File: src/rtl/sobel_pkg.sv
// Shared types and constants for the Sobel frame controller: FSM encoding,
// header geometry and the legal-size check applied to an incoming header.
package sobel_pkg;

  typedef enum logic [2:0] {
    S_IDLE   = 3'd0,
    S_HDR    = 3'd1,
    S_PIXELS = 3'd2,
    S_DRAIN  = 3'd3,
    S_DONE   = 3'd4,
    S_ERROR  = 3'd5
  } state_t;

  localparam int HDR_BYTES = 4;
  localparam int MIN_DIM   = 3;

  function automatic logic size_ok(input logic [15:0] w, input logic [15:0] h,
                                   input int max_w);
    return (32'(w) >= 32'(MIN_DIM)) && (32'(w) <= 32'(max_w)) &&
           (32'(h) >= 32'(MIN_DIM));
  endfunction

endpackage

File: src/rtl/sobel_timeout_counter.sv
// Idle watchdog: counts enabled cycles without activity and pulses tc for one
// cycle when LIMIT consecutive idle cycles have elapsed.
module sobel_timeout_counter #(
  parameter int LIMIT = 1000000
) (
  input  logic clk,
  input  logic rst,
  input  logic en,
  input  logic clr,
  output logic tc
);

  localparam int CW = $clog2(LIMIT + 1);

  logic [CW-1:0] cnt;

  // The terminal cycle is the LIMIT-th idle cycle, so tc fires while cnt holds LIMIT-1.
  assign tc = en && !clr && (cnt == CW'(LIMIT - 1));

  always_ff @(posedge clk or posedge rst) begin
    if (rst) begin
      cnt <= '0;
    end else if (!en || clr || tc) begin
      cnt <= '0;
    end else begin
      cnt <= cnt + CW'(1);
    end
  end

endmodule

File: src/rtl/sobel_frame_ctrl.sv
// Frame controller between a UART byte stream and a Sobel core: parses the
// 4-byte size header, replays it to the core, forwards pixels and returns results.
module sobel_frame_ctrl
  import sobel_pkg::*;
#(
  parameter int DATA_BITS      = 8,
  parameter int MAX_WIDTH      = 2048,
  parameter int TIMEOUT_CYCLES = 1000000
) (
  input  logic                 clk,
  input  logic                 rst,
  input  logic [DATA_BITS-1:0] rx_data,
  input  logic                 rx_valid,
  output logic [DATA_BITS-1:0] core_data,
  output logic                 core_valid,
  input  logic [DATA_BITS-1:0] core_out_data,
  input  logic                 core_out_valid,
  output logic [DATA_BITS-1:0] tx_data,
  output logic                 tx_valid,
  input  logic                 tx_ready,
  input  logic                 err_clr,
  output logic                 busy,
  output logic                 frame_done,
  output logic                 err_size,
  output logic                 err_timeout,
  output logic                 err_overrun,
  output logic [15:0]          width,
  output logic [15:0]          height,
  output logic [2:0]           state,
  output logic [31:0]          in_count,
  output logic [31:0]          out_count
);

  // Handshakes: rx_valid, core_valid and core_out_valid are one-cycle strobes
  // with no back-pressure; tx_data is held with tx_valid high until a cycle
  // with tx_valid && tx_ready, which is the transfer.

  state_t                 st;
  logic [1:0]             hdr_cnt;
  logic [2:0]             rep_cnt;
  logic                   hold_valid;
  logic [DATA_BITS-1:0]   hold_data;
  logic [31:0]            expected;
  logic [15:0]            h_new;
  logic [7:0]             rep_byte;
  logic                   tmo;
  logic                   tmo_en;

  assign h_new      = {rx_data[7:0], height[7:0]};
  assign busy       = (st != S_IDLE);
  assign frame_done = (st == S_DONE);
  assign state      = st;
  assign tmo_en     = (st == S_HDR) || (st == S_PIXELS) || (st == S_DRAIN);

  always_comb begin
    rep_byte = width[7:0];
    case (rep_cnt[1:0])
      2'd1:    rep_byte = width[15:8];
      2'd2:    rep_byte = height[7:0];
      2'd3:    rep_byte = height[15:8];
      default: rep_byte = width[7:0];
    endcase
  end

  sobel_timeout_counter #(.LIMIT(TIMEOUT_CYCLES)) u_timeout (
    .clk (clk),
    .rst (rst),
    .en  (tmo_en),
    .clr (rx_valid || core_out_valid),
    .tc  (tmo)
  );

  always_ff @(posedge clk or posedge rst) begin
    if (rst) begin
      st          <= S_IDLE;
      hdr_cnt     <= '0;
      rep_cnt     <= '0;
      hold_valid  <= 1'b0;
      hold_data   <= '0;
      expected    <= '0;
      in_count    <= '0;
      out_count   <= '0;
      core_data   <= '0;
      core_valid  <= 1'b0;
      tx_data     <= '0;
      tx_valid    <= 1'b0;
      err_size    <= 1'b0;
      err_timeout <= 1'b0;
      err_overrun <= 1'b0;
      width       <= '0;
      height      <= '0;
    end else begin
      core_valid <= 1'b0;
      if (err_clr) begin
        err_size    <= 1'b0;
        err_timeout <= 1'b0;
        err_overrun <= 1'b0;
      end

      // Result path: a single tx register; a new byte while it is stuck is lost.
      if (st == S_ERROR) begin
        tx_valid <= 1'b0;
      end else begin
        if (tx_valid && tx_ready) tx_valid <= 1'b0;
        if ((st == S_PIXELS || st == S_DRAIN) && core_out_valid) begin
          if (tx_valid && !tx_ready) begin
            err_overrun <= 1'b1;
          end else begin
            tx_data   <= core_out_data;
            tx_valid  <= 1'b1;
            out_count <= out_count + 32'd1;
          end
        end
      end

      case (st)
        S_IDLE: begin
          if (rx_valid) begin
            width[7:0] <= rx_data[7:0];
            hdr_cnt    <= 2'd1;
            st         <= S_HDR;
          end
        end
        S_HDR: begin
          if (rx_valid) begin
            hdr_cnt <= hdr_cnt + 2'd1;
            case (hdr_cnt)
              2'd1: width[15:8] <= rx_data[7:0];
              2'd2: height[7:0] <= rx_data[7:0];
              default: begin
                height[15:8] <= rx_data[7:0];
                if (size_ok(width, h_new, MAX_WIDTH)) begin
                  // Replay starts on this edge with the first header byte.
                  expected   <= 32'(width) * 32'(h_new);
                  core_valid <= 1'b1;
                  core_data  <= DATA_BITS'(width[7:0]);
                  rep_cnt    <= 3'd1;
                  hold_valid <= 1'b0;
                  st         <= S_PIXELS;
                end else begin
                  err_size <= 1'b1;
                  st       <= S_ERROR;
                end
              end
            endcase
          end
        end
        S_PIXELS: begin
          if (rep_cnt < 3'(HDR_BYTES)) begin
            core_valid <= 1'b1;
            core_data  <= DATA_BITS'(rep_byte);
            rep_cnt    <= rep_cnt + 3'd1;
            if (rx_valid && !hold_valid) begin
              hold_valid <= 1'b1;
              hold_data  <= rx_data;
            end
          end else if (hold_valid || rx_valid) begin
            // The held byte goes first; a byte arriving alongside it slips into the hold.
            core_valid <= 1'b1;
            core_data  <= hold_valid ? hold_data : rx_data;
            hold_valid <= hold_valid && rx_valid;
            hold_data  <= rx_data;
            in_count   <= in_count + 32'd1;
            if (in_count + 32'd1 == expected) begin
              hold_valid <= 1'b0;
              st         <= S_DRAIN;
            end
          end
        end
        S_DRAIN: begin
          if (out_count == expected && !tx_valid) st <= S_DONE;
        end
        S_DONE: begin
          st        <= S_IDLE;
          hdr_cnt   <= '0;
          rep_cnt   <= '0;
          in_count  <= '0;
          out_count <= '0;
        end
        default: begin
          hold_valid <= 1'b0;
          if (err_clr) begin
            st        <= S_IDLE;
            hdr_cnt   <= '0;
            rep_cnt   <= '0;
            in_count  <= '0;
            out_count <= '0;
          end
        end
      endcase

      if (tmo) begin
        err_timeout <= 1'b1;
        st          <= S_ERROR;
      end
    end
  end

endmodule

File: config.mk
export PLATFORM = sky130hd
export DESIGN_NAME = sobel_frame_ctrl
export DESIGN_NICKNAME = d
export VERILOG_FILES = /design/src/rtl/sobel_pkg.sv /design/src/rtl/sobel_timeout_counter.sv /design/src/rtl/sobel_frame_ctrl.sv
export SDC_FILE = /design/constraint.sdc
export NUM_CORES = 1
export LEC_CHECK = 0
export ABC_CLOCK_PERIOD_IN_PS = 12360
export BUFFER_PORTS_ARGS = -buffer_cell sky130_fd_sc_hd__buf_4
export CAP_MARGIN = 20
export CORE_ASPECT_RATIO = 0.6
export CORE_UTILIZATION = 30
export CTS_BUF_LIST = sky130_fd_sc_hd__clkbuf_4 sky130_fd_sc_hd__clkbuf_8
export DETAILED_ROUTE_END_ITERATION = 16
export SLEW_MARGIN = 20
export SYNTH_ARGS = -nofsm -noshare
export SYNTH_HDL_FRONTEND = slang
export SYNTH_SLANG_ARGS = --single-unit
File: constraint.sdc
create_clock -name clk -period 12.36 [get_ports clk]
set_input_delay 0 -clock clk [delete_from_list [all_inputs] [get_ports clk]]
set_output_delay 0 -clock clk [all_outputs]
set_load 0.02 [all_outputs]
==> results.ini, run 1 <==
[synth]
synth-seq-cells = 186
syn_inst = 2030
synth_area_um2 = 18600
synth-warning-count = 0
synth-edff-count = 0
avgSynthCellArea_um2 = 9.15
yosysTopAreaCell = dfrtp_1
ys.flop_type = dfrtp_1
ys_types = 86
seq_area_frac_synth = 0.251
synth_area_leaders = dfrtp_1 25%, fa_1 21%, ha_1 7.6%, inv_1 4.9%, nand2_1 4.8%
async_flop_share = 1.00
synth_top_area_share = 0.251
postSynthNetCount = 2359

[worst_hold_path]
min_path_type = input port to flip-flop

[finish]
num-nets-final = 2430
fillCellCount = 6260
mostFrequentLayoutCells = 242 x inv_1, 239 x nand2_1, 194 x fa_1
area_delta_synth_final_pct = 12.7
seqCellArea_um2 = 4650
final_common_cell = inv_1
drive_gt1_frac = 0.131
finalNonFillerCells = 2943
multi_input_area_um2 = 12500

[power_and_ir_drop]
pwr-share-comb = 0.744
p_switching_uw = 3130
power.total_uw = 5870
clkPwrFrac = 0.080
seq_power_share = 0.176
switching_share = 0.533
p_int_uw = 2740
p_leak_uw = 0.00980
power_density_nw_per_um2 = 280
ir_worst_vdd_mv = 0.333

[global_routing]
grt_max_degree = 109
grt_antenna_before_repair = 1
overflow = 0
grt_first_pass_wirelength_um = 88100
grt_usage = 0.179
first_global_vias = 15100

[clock_tree]
cts_resized = 0
tritoncts = yes
cts_sinks = 186
htree_num_levels = 4
clk_latency_ns = 0.52
numCtsBuffers = 17
root_buffer = clkbuf_8
cts_buffer_depth = 2
cts.clk_slew.worst_paths_ns = 0.11

[floorplan]
die_w_um = 323
coreArea_um2 = 61000
die_h_um = 195
initial_core_util = 0.304
dieArea_um2 = 62900
rows = 70
ios = 144

[setup_path]
reg2reg_slack_ns = 5.42
arrival_ns = 7.30
crit_required_ns = 12.72
worst_setup_path_start_kind = flip-flop
end_kind = flip-flop
path_max_fanout = 21
path_class = flip-flop to flip-flop

[drt]
drt_first_pass_iters = 6
wl_per_cell_um = 18.7
avgViaCountPerCell = 5.10
wl_um = 55000
drt_iter0_drc = 1467
ant_nets = 0
drc = 0
vias = 15000

[timing]
fin_setup_tns_ns = 0
worst_pin_slew_ns = 1.18
fin_skew_ns = 0.0313
slew_viol_final = 0
period_needed_ns = 6.94
relSlewSlack = 0.204
setup_violations = 0
max_freq_mhz = 144
grt_setup_unrepaired = no
period_share = 0.561
hold_viol_final = 0

[placed_design]
port_buffers = 143
hpwl_um = 41800
place_congestion = 0.917
post-place-cells = 2892

[job]
drv_cap = 0

[outcome]
outcome = completed

-- final cells by class --
| class | count | area share |
|---|---|---|
| antenna | 1 | 0.000120 |
| clock buffer | 19 | 0.0122 |
| clock inverter | 13 | 0.00879 |
| inverter | 244 | 0.0441 |
| multi-input combinational | 1476 | 0.597 |
| sequential | 186 | 0.222 |
| tap | 828 | 0.0495 |
| timing repair buffer | 176 | 0.0655 |
-- through the flow --
stage / hold WS (ns) / area [um^2] / util / setup slack, ns
floorplan: 0.0964 / 18600 / - / 5.77
global placement: 0.205 / 20300 / 0.333 / 5.52
detailed placement: 0.215 / 20300 / 0.333 / 5.52
CTS: 0.00762 / 20900 / 0.343 / 5.50
global route: 0.0168 / 20900 / 0.343 / 5.15
finish: 0.0400 / 20900 / 0.343 / 5.42
-- power groups by stage --
stage               sequential [uW]  combinational (uW)  clock (uW)
floorplan                       933                3060           0
global placement               1030                4330           0
detailed placement             1040                4380           0
CTS                            1030                4430         482
global route                   1070                4920         505
finish                         1030                4360         468
-- cell families after synthesis --
kind of cell	Yosys count	share of synthesized area
xor+xnor	138	0.0651
fa+ha+maj	307	0.285
simple gates	674	0.181
flops	186	0.251
compound gates	286	0.0985
mux	71	0.0427
buf+inv	368	0.0764
-- flip-flops by register name (all words and copies together) (netlist names) --
signal	cells
expected	32
in_count	32
out_count	32
u_timeout.cnt	20
height	16
width	16
core_data	8
hold_data	8
tx_data	8
rep_cnt	3
state	3
hdr_cnt	2
core_valid	1
err_overrun	1
err_size	1
err_timeout	1
hold_valid	1
tx_valid	1
-- worst max-delay path: stages, from the launching register on --
cell and delay (ns):
dfrtp_1 0.98, nand2_1 0.19, fa_1 0.54, fa_1 0.55, inv_1 0.05, fa_1 0.51, inv_1 0.06, fa_1 0.55
fa_1 0.42, fa_1 0.48, inv_1 0.04, ha_1 0.34, and3_2 0.25, and2_1 0.14, a31oi_1 0.18, o31ai_1 0.48
nand2_1 0.18, o311ai_0 0.66, o211ai_1 0.19
-- path summary, 6_finish.rpt --
check | start | end | cells past startpoint
max in group asynchronous | rst | hold_data[7] | 4
min in group asynchronous | rst | tx_data[7] | 3
max reg2reg | width[11] | expected[29] | 18
max | width[11] | expected[29] | 18
min reg2reg | u_timeout.cnt[0] | u_timeout.cnt[0] | 1
min | rx_data[1] | width[1] | 2
-- synth_stat cells, types with 30 or more instances --
library cell  number
inv_1            243
nand2_1          239
fa_1             194
dfrtp_1          186
and2_1           128
ha_1             113
clkbuf_1         109
o21ai_0          100
nor2_1            95
xor2_1            82
mux2_2            66
a21oi_1           60
xnor2_1           56
nand3_1           54
nor3_1            30
-- metal layers --
layer / GRT usage / wire length (um) / vias up
met5: 0 / 0 / -
met4: 0.0291 / 598 / 0
met3: 0.0383 / 4160 / 53
met2: 0.265 / 24000 / 557
met1: 0.270 / 26300 / 7581
li1: - / - / 6830
-- what timing repair did --
action,CTS,global route
endpoints found under the setup margin,0,0
setup buffers,0,0
hold endpoints to repair,135,0
hold buffers,18,0
Power figures use the tool's default switching activity.
==> run 2: changes to the inputs <==
ABC_CLOCK_PERIOD_IN_PS = 7130   (was 12360)
clock period = 7.13 ns   (was 12.36 ns; I/O delays follow)
==> run 2 against run 1 <==
Compared with the run above:
- flip-flop and latch count did not move
- total power rose by 68%
- global-route usage fell by 0.41 points
- worst setup slack got worse by 5.0 ns
- die area did not move
- clock skew fell by 0.0087 ns
- critical path depth rose by 2
- first-iteration DRC count fell by 7.8%
- critical endpoint is now expected[30]
- largest cell class unchanged
==> results.ini, run 2 (same netlist as run 1, synthesis figures left out) <==
[outcome]
outcome = completed

[finish]
fillCellCount = 6274  ; +0.22%
drive_gt1_frac = 0.140  ; +0.00848
mostFrequentLayoutCells = 242 x inv_1, 239 x nand2_1, 194 x fa_1
reg.largest.list = expected: 32 flops, in_count: 32 flops, out_count: 32 flops
final_common_cell = inv_1
final_cell_area_um2 = 21000  ; +0.56%
area_delta_synth_final_pct = 13.3
seqCellArea_um2 = 4650  ; unchanged
multi_input_area_um2 = 12500  ; unchanged
num-nets-final = 2452  ; +0.91%

[drt]
avgViaCountPerCell = 5.08  ; -0.48%
drc = 0  ; unchanged
wl_um = 53600  ; -2.5%
vias = 15100  ; +0.26%
ant_nets = 0  ; unchanged
drt_iter0_drc = 1353  ; -7.8%
drt_first_pass_iters = 5  ; -1
wl_per_cell_um = 18.1  ; -3.2%

[power_and_ir_drop]
clkPwrFrac = 0.076  ; -0.004
pwr-share-comb = 0.755  ; +0.011
switching_share = 0.529  ; -0.00408
p_leak_uw = 0.00990  ; +1.0%
p_int_uw = 4650  ; +70%
p_switching_uw = 5230  ; +67%
ir_worst_vdd_mv = 0.581  ; +74%
power_density_nw_per_um2 = 470  ; +68%
seq_power_share = 0.168  ; -0.008

[global_routing]
grt_first_pass_wirelength_um = 86900  ; -1.4%
grt_max_degree = 129  ; +18%
use_met1 = 0.267  ; -0.00280
grt-busiest-layer = met1
grt_antenna_before_repair = 2  ; +1
globalRouteMet2Util = 0.261  ; -0.00334
grt_usage = 0.175  ; -0.00407
grtUsageMet3 = 0.0284  ; -0.00990
overflow = 0  ; unchanged
first_global_vias = 15000  ; -0.36%

[clock_tree]
numCtsBuffers = 17  ; unchanged
cts_sinks = 186  ; unchanged
cts.clk_slew.worst_paths_ns = 0.11  ; about the same
clk_latency_ns = 0.50  ; -0.02 ns
cts_buffer_depth = 2  ; unchanged
tritoncts = yes
htree_num_levels = 4  ; unchanged
cts_resized = 0  ; unchanged
root_buffer = clkbuf_8

[setup_path]
path_max_fanout = 11  ; -48%
worst_path_max_delay_cell = fa_1
crit_required_ns = 7.55  ; -5.17 ns
worst_setup_path_start_kind = flip-flop
arrival_ns = 7.11  ; -0.19 ns
rr_endpoint = expected[30]
path_class = flip-flop to flip-flop
startpoint = height[5]
reg2reg_slack_ns = 0.44  ; -4.99 ns
r2r_start = height[5]
path_cells = and2_1 -> fa_1 -> inv_1 -> fa_1 -> fa_1 -> inv_1 -> fa_1 -> fa_1 -> inv_1 -> fa_1 -> inv_1 -> ha_1 -> and3_2 -> a221o_1 -> a41oi_4 -> a21oi_2 -> or4b_1 -> o211a_2 -> a311o_1 -> o211ai_1
reg2reg_depth = 20  ; +2
crit_path_frequent_cell = fa_1
end_kind = flip-flop
cp_slowest_stage_delay_ns = 0.56  ; -0.42 ns

[timing]
slew_viol_final = 0  ; unchanged
grt_setup_unrepaired = no
fin_skew_ns = 0.0226  ; -0.00871 ns
worst_pin_slew_ns = 1.12  ; -0.0661 ns
hold_viol_final = 0  ; unchanged
period_needed_ns = 6.69  ; -0.243 ns
setup_violations = 0  ; unchanged
period_share = 0.939  ; +0.377
relSlewSlack = 0.249  ; +0.0445
fin_setup_tns_ns = 0  ; unchanged
max_freq_mhz = 149  ; +3.6%
whs_ns = 0.0594  ; +0.0194 ns

[placed_design]
place_area_um2 = 20500  ; +0.78%
hpwl_um = 41900  ; +0.42%
port_buffers = 143  ; unchanged
place_congestion = 0.904  ; -1.4%

[floorplan]
die_h_um = 195  ; unchanged
rows = 70  ; unchanged
dieArea_um2 = 62900  ; unchanged
coreArea_um2 = 61000  ; unchanged
die_w_um = 323  ; unchanged
ios = 144  ; unchanged
initial_core_util = 0.304  ; unchanged

[job]
drv_cap = 0  ; unchanged

[worst_hold_path]
whs_path_depth = 2  ; unchanged
min_path_type = input port to flip-flop
hold_start = rx_data[6]
hold_path_end = height[14]

run 2: final cells by class:
class / count / area share
diodes: 1 / 0.000119
clock buffers: 22 / 0.0135
clock inverters: 10 / 0.00511
inverters: 244 / 0.0439
multi-input cells: 1476 / 0.594
flip-flops and latches: 186 / 0.221
well taps: 828 / 0.0492
repair buffers: 198 / 0.0729
run 2: what timing repair did:
item | 4_1_cts | 5_1_grt
hold buffers | 19 | 0
buffers inserted | 0 | 0
hold endpoints to repair | 166 | 0
endpoints found under the setup margin | 0 | 0
run 2: worst max-delay path by stage:
stage / endpoint / slack (ns) / cells after the start
floorplan: expected[30] / 0.54 / 21
global placement: expected[30] / 0.54 / 20
detailed placement: expected[30] / 0.51 / 21
CTS: expected[30] / 0.45 / 21
global route: expected[30] / 0.22 / 21
finish: expected[30] / 0.44 / 20
run 2: power groups by stage:
| stage | registers [uW] | clock network [uW] | logic [uW] |
|---|---|---|---|
| 2_1_floorplan | 1620 | 0 | 5310 |
| 3_3_place_gp | 1660 | 0 | 7410 |
| 3_5_place_dp | 1680 | 0 | 7470 |
| 4_1_cts | 1660 | 781 | 7570 |
| 5_1_grt | 1700 | 822 | 8460 |
| 6_report | 1660 | 754 | 7470 |
run 2: critical path: cells and delay by family (launching register included):
family | cells | cell delay [ns]
fa+ha+maj | 7 | 3.47
simple gates | 3 | 1.02
buf+inv | 4 | 0.22
flops | 1 | 0.55
compound gates | 6 | 1.34
run 2: routing by layer:
| layer | up-vias | wire length [um] |
|---|---|---|
| li1 | 6871 | - |
| met1 | 7629 | 25700 |
| met2 | 510 | 23800 |
| met3 | 50 | 3540 |
| met4 | 0 | 580 |
| met5 | - | 0 |
run 2: stage by stage:
stage               power (uW)  worst slack (ns)   util  cells
finish                    9880             0.438  0.345   2965
global route             11000             0.220  0.345   2965
CTS                      10000             0.452  0.345   2964
detailed placement        9150             0.513  0.335   2913
global placement          9070             0.541  0.335   2913
floorplan                 6930             0.542      -   2030
